**src/rtl/queue_fifo.sv**
```systemverilog
// Synchronous first-word-fall-through FIFO queue with count-derived status
// flags and sticky overflow/underflow indicators.
module queue_fifo #(
   parameter int unsigned DATA_WIDTH = 8,
   parameter int unsigned ADDR_WIDTH = 4,
   parameter int unsigned AF_LEVEL   = (2 ** ADDR_WIDTH) - 2,
   parameter int unsigned AE_LEVEL   = 2
) (
   input  logic                  clk,
   input  logic                  rst,
   input  logic                  push,
   input  logic                  pop,
   input  logic [DATA_WIDTH-1:0] wr_data,
   output logic [DATA_WIDTH-1:0] rd_data,
   output logic                  empty,
   output logic                  full,
   output logic [ADDR_WIDTH:0]   count,
   output logic                  almost_full,
   output logic                  almost_empty,
   output logic                  overflow,
   output logic                  underflow
);

   localparam int unsigned DEPTH = 2 ** ADDR_WIDTH;
   localparam int unsigned CW    = ADDR_WIDTH + 1;

   localparam logic [CW-1:0] DEPTH_C = CW'(DEPTH);
   localparam logic [CW-1:0] AF_C    = CW'(AF_LEVEL);
   localparam logic [CW-1:0] AE_C    = CW'(AE_LEVEL);

   logic [DATA_WIDTH-1:0] mem [DEPTH];
   logic [ADDR_WIDTH-1:0] wr_ptr;
   logic [ADDR_WIDTH-1:0] rd_ptr;

   logic            push_ok;
   logic            pop_ok;
   logic            push_rej;
   logic            pop_rej;
   logic [CW-1:0]   count_nxt;

   // Accept/reject decisions and next occupancy.
   // A push into a full queue is still accepted when a pop frees the head slot
   // in the same cycle; a pop on an empty queue is only flagged when no push
   // accompanies it.
   always_comb begin
      push_ok   = 1'b0;
      pop_ok    = 1'b0;
      push_rej  = 1'b0;
      pop_rej   = 1'b0;
      count_nxt = count;

      pop_ok   = pop && !empty;
      push_ok  = push && (!full || pop_ok);
      push_rej = push && !push_ok;
      pop_rej  = pop && !pop_ok && !push;

      if (push_ok && !pop_ok) begin
         count_nxt = count + CW'(1);
      end else if (pop_ok && !push_ok) begin
         count_nxt = count - CW'(1);
      end
   end

   // Pointers, occupancy, status flags and sticky error bits.
   always_ff @(posedge clk or negedge rst) begin
      if (!rst) begin
         wr_ptr       <= '0;
         rd_ptr       <= '0;
         count        <= '0;
         empty        <= 1'b1;
         full         <= 1'b0;
         almost_full  <= (AF_C == '0);
         almost_empty <= 1'b1;
         overflow     <= 1'b0;
         underflow    <= 1'b0;
      end else begin
         if (push_ok) begin
            wr_ptr <= wr_ptr + ADDR_WIDTH'(1);
         end
         if (pop_ok) begin
            rd_ptr <= rd_ptr + ADDR_WIDTH'(1);
         end
         count        <= count_nxt;
         empty        <= (count_nxt == '0);
         full         <= (count_nxt == DEPTH_C);
         almost_full  <= (count_nxt >= AF_C);
         almost_empty <= (count_nxt <= AE_C);
         overflow     <= overflow | push_rej;
         underflow    <= underflow | pop_rej;
      end
   end

   // Storage array; contents survive reset and are simply abandoned.
   always_ff @(posedge clk) begin
      if (push_ok) begin
         mem[wr_ptr] <= wr_data;
      end
   end

   // First-word fall-through head.
   assign rd_data = mem[rd_ptr];

endmodule
```
**config.mk**
```make
export PLATFORM = sky130hd
export DESIGN_NAME = queue_fifo
export DESIGN_NICKNAME = d
export VERILOG_FILES = /design/src/rtl/queue_fifo.sv
export SDC_FILE = /design/constraint.sdc
export NUM_CORES = 1
export LEC_CHECK = 0
export ABC_AREA = 0
export CORE_MARGIN = 5
export CORE_UTILIZATION = 59
export DETAILED_ROUTE_END_ITERATION = 7
export DONT_BUFFER_PORTS = 1
export PLACE_DENSITY_LB_ADDON = 0.08
export SYNTH_ARGS = -nofsm -noshare
export SYNTH_HDL_FRONTEND = slang
export SYNTH_SLANG_ARGS = --single-unit
```
**constraint.sdc**
```tcl
create_clock -name clk -period 2.5 [get_ports clk]
set_input_delay 0.25 -clock clk [delete_from_list [all_inputs] [get_ports clk]]
set_output_delay 0.25 -clock clk [all_outputs]
set_load 0.02 [all_outputs]
```
# Word level (Yosys, flattened, before mapping)
# Memories as Yosys holds them, arrays and structs flattened.
# Index checks and enable logic that the tools add are counted.
# classes
add_sub_neg	4
magnitude_cmp	2
eq_ne	1
mux	4
bitwise	2
reduce_logical	14
# ops
operator	count
$mux 5	2
$add 4x1->4 const B	2
$logic_and 1x1->1	7
$add 5x1->5 const B	1
$eq 5x5->1 const B	1
$ge 5x4->1 const B	1
$le 5x2->1 const B	1
$logic_not 1->1	5
$logic_not 5->1	1
$sub 5x1->5 const B	1
$mux 1	2
$or 1x1->1	2
$logic_or 1x1->1	1
# word_totals
regBits	19
mem_bits_rw	128
out_inout_bits	19
elab_cells	37
memories	1
# memory_table
name	depth	word_bits	read_ports	rd_clocked_by_memory_dff	write_ports	line	rtl
mem	16	8	1	0	1	31	logic [DATA_WIDTH-1:0] mem [DEPTH];

# Depth between registers and ports, before layout
# logic_depth
word_depth	9
ltp_mapped	7
depth_no_buf	6

# Worst setup path after synthesis
# Ideal clock, no wire load.
# synth_timing
path_type	flip-flop to flip-flop
startpoint	register empty
endpoint	memory mem[7][0] (enable)
arrival_ps	1838
slack_ps	277
path_stages_with_launch	6
path_cell_list	dfstp_2 nand2b_4 buf_6 a21boi_1 nand2_1 nor3b_1
# synth_via
elab_chain_cells	6
# synth_rtl
element	line	rtl
start, declared	15	output logic empty,
start signal, assigned	84	empty <= (count_nxt == '0);
$logic_not 1->1	52	pop_ok = pop && !empty;
$logic_and 1x1->1	52	
$logic_or 1x1->1	53	push_ok = push && (!full || pop_ok);
$logic_and 1x1->1	53	
$mux 1	95	if (push_ok) begin
$mux 1 (implied by the code)	96	mem[wr_ptr] <= wr_data;
end, declared	31	
# Every way passes these cells.

# Final worst setup path
# layout_timing
startpoint	register rd_ptr[0]
endpoint	output rd_data[7]
# layout_via
elab_chain_cells	1
# layout_rtl
element	line	rtl
start, declared	33	logic [ADDR_WIDTH-1:0] rd_ptr;
start signal, assigned	81	rd_ptr <= rd_ptr + ADDR_WIDTH'(1);
$mem_v2 16x8	--	
end, declared	14	output logic [DATA_WIDTH-1:0] rd_data,
# Every way passes these cells.

==> impl_metrics.tcl <==
set metrics [dict create \
    clk_latency_ns 0.52 \
    crit_chain "buf_12 > buf_16 > mux2i_1 > a221oi_1 > a22oi_1 > nand2_2" \
    synth_xor_area_frac 0.0159 \
    power.density_nw_per_um2 1240 \
    cts.sinks 147 \
    min_period_over_period 0.970 \
    fin_nets 392 \
    r2r.worst_path.cells 4 \
    yosys.area_share.simple 0.0581 \
    area_growth_pct 17.7 \
    crit_path_max_fanout 21 \
    core-area_um2 9820 \
    die_y_um 111 \
    route.detailed.wl_per_inst_um 24.1 \
    first_iter_violations 206 \
    internal-power_mw 5.86 \
    crit_end "rd_data[7]" \
    r2r-start "empty" \
    dpl.hpwl_um 7650 \
    cp.required_ns 2.25 \
    synthTopCellsByArea "edfxtp_1, dfrtp_1, mux4_2, mux2i_1, ha_1" \
    crit_arrival_ns 2.18 \
    synth_top_family_by_area "multiplexers" \
    synth-seq-cells 147 \
    fp.dieArea_um2 12300 \
    yosys.area.top_type "edfxtp_1" \
    cpPeakStageDelay_ns 0.45 \
    pin_count 31 \
    r2r_slack_ns 0.32 \
    min_from "push" \
    synth_top_area_share 0.643 \
    yosysMostFrequentCell "edfxtp_1" \
    pwr-share-seq 0.396 \
    crit_type "reg -> out" \
    synthMuxAreaShare 0.115 \
    die_w_um 111 \
    synth.net_count 364 \
    cellLeakagePower_nw 2.46 \
    yosysSeqAreaShare 0.722 \
    status "complete, no violations" \
    holdCritPathClass "in -> reg" \
    rr_endpoint "mem[11][4]" \
    max_freq_ghz 0.412 \
    yosys-top-cells-count "edfxtp_1, mux2i_1, nand2_1" \
    min_period_ns 2.43 \
    drtPass1Iterations 5 \
    p_sw_frac 0.329 \
    syn_avg_cell_area_um2 17.3 \
    grt_pass1_wl_um 19200 \
    cts_tree "built" \
    ys_warn_count 0 \
    slowest_stage "dfrtp_2" \
    vias_per_cell 6.11 \
    clk_pin_slew_worst_paths_ns 0.06 \
    vias 3163 \
    start_util 0.609 \
    fin_util 0.717 \
    slew_violations 0 \
    grt_use_total 0.214 \
    rsz0062_at_grt "true" \
    worstMarginPinSlew_ns 0.875 \
    p_comb_frac 0.306 \
    clockBufferDepth 2 \
    synthFlopType "edfxtp_1" \
    synth_fa_ha_area_frac 0.0146 \
    finalHoldViolCount 0 \
    place_congestion 0.745 \
    p_sw_mw 2.88 \
    port-buffer-count 0 \
    crit_path_start_kind "flop" \
    slew-limit-headroom 0.415 \
    grt_start_max_net_pins 22 \
    overflow 0 \
    grt_pass1_vias 3207 \
    antennaDiodeCount 0 \
    cts_made_buffers 17 \
    worst_setup_path_end_kind "primary output" \
    synth_edf_count 128 \
    syn_inst 345 \
    drc_errors 0 \
    peakVddDrop_mv 0.729 \
    maxCapViolCount 0 \
    fin_setup_tns_ns 0 \
    pwr-share-clk 0.298 \
    synth-compound-area-share 0.0575 \
    rows 36 \
    antenna_found_initial 0 \
    skew_ns 0.00558 \
    cts_root_buf "clkbuf_8" \
    synthArstFlopShare 0.129 \
    h-tree-depth 4 \
    drive_above_1_share 0.213 \
    hold_slack_ns 0.0729 \
    ys_types 45 \
    finalSetupViolCount 0 \
    wl_um 12500 \
    critical_path.startpoint "rd_ptr[0]" \
    synth_area_um2 5980 \
    ant_nets 0 \
]
==> power groups by stage <==
stage                     Sequential (mW)  Clock (mW)  Combinational (mW)
final                                3.47        2.60                2.68
after global routing                 3.51        2.75                2.91
after CTS                            3.45        2.63                2.51
after detailed placement             3.48           0                2.32
after global placement               3.47           0                2.28
after floorplan                      3.31           0                1.86
==> how the worst min path moves through the flow <==
stage                  endpoint  slack (ns)  depth (start not counted)
finish                 count[0]        0.07                          3
CTS                    count[0]        0.05                          3
detailed placement     count[2]       -0.05                          0
global route           count[0]        0.08                          3
global placement       count[3]       -0.05                          0
floorplan           almost_full       -0.05                          0
==> state kept, by name, indices dropped and copies added (netlist names) <==
name / flops
almost_full: 1
count: 5
empty: 1
overflow: 1
mem: 128
rd_ptr: 4
almost_empty: 1
wr_ptr: 4
full: 1
underflow: 1
==> layer usage <==
metal  track usage  share of wire  routed length (um)
met1         0.301           0.44                5470
met2         0.324           0.49                6070
met3        0.0573          0.056                 698
met4        0.0772          0.018                 224
met5             0              0                   0
==> critical path, delay by kind of cell, from the launching register on <==
kind,cells,cell delay (ns)
mux,1,0.13
buf+inv,2,0.32
compound gates,2,0.57
flops,1,0.45
simple gates,1,0.18
==> stage by stage <==
stage | power (mW) | instances | cell area, um2 | setup WS (ns)
final | 8.74 | 518 | 7040 | 0.0749
after floorplan | 5.18 | 345 | 5980 | 0.277
after global routing | 9.17 | 518 | 7040 | -0.00927
after detailed placement | 5.80 | 472 | 6160 | 0.308
after CTS | 8.60 | 516 | 6960 | 0.00854
after global placement | 5.75 | 472 | 6160 | 0.404
==> cell usage in the layout, fill, tap and decap left out, types with 9 or more instances in the layout <==
cell / n
clkbuf_16: 17
dlygate4sd3_1: 12
mux4_2: 16
xnor2_1: 9
nand2_1: 13
dfrtp_1: 14
edfxtp_1: 128
mux2i_1: 24
o21ai_1: 13
==> logic make-up (layout without fill, tap and decap cells) <==
kind of cell    after synthesis  after routing
flops                       147            147
compound gates               51             51
xor+xnor                     10             10
simple gates                 61             61
buf+inv                      21             61
fa+ha+maj                     7              7
mux                          48             48
==> timing repair <==
item	in CTS	in global routing
hold buffers	12	0
pin swaps	0	1
gates cloned	1	1
setup buffers	0	1
resized for setup	7	18
hold endpoints to repair	151	0
endpoints found under the setup margin	7	7
==> layout make-up <==
cell class              count  area (um2)
repair buffers             26         295
flip-flops and latches    147        4330
fillers                   653        2780
well taps                 133         166
clock inverters            13         190
multi-input cells         177        1630
clock buffers              18         418
inverters                   4        15.0
Power figures use the tool's default switching activity.
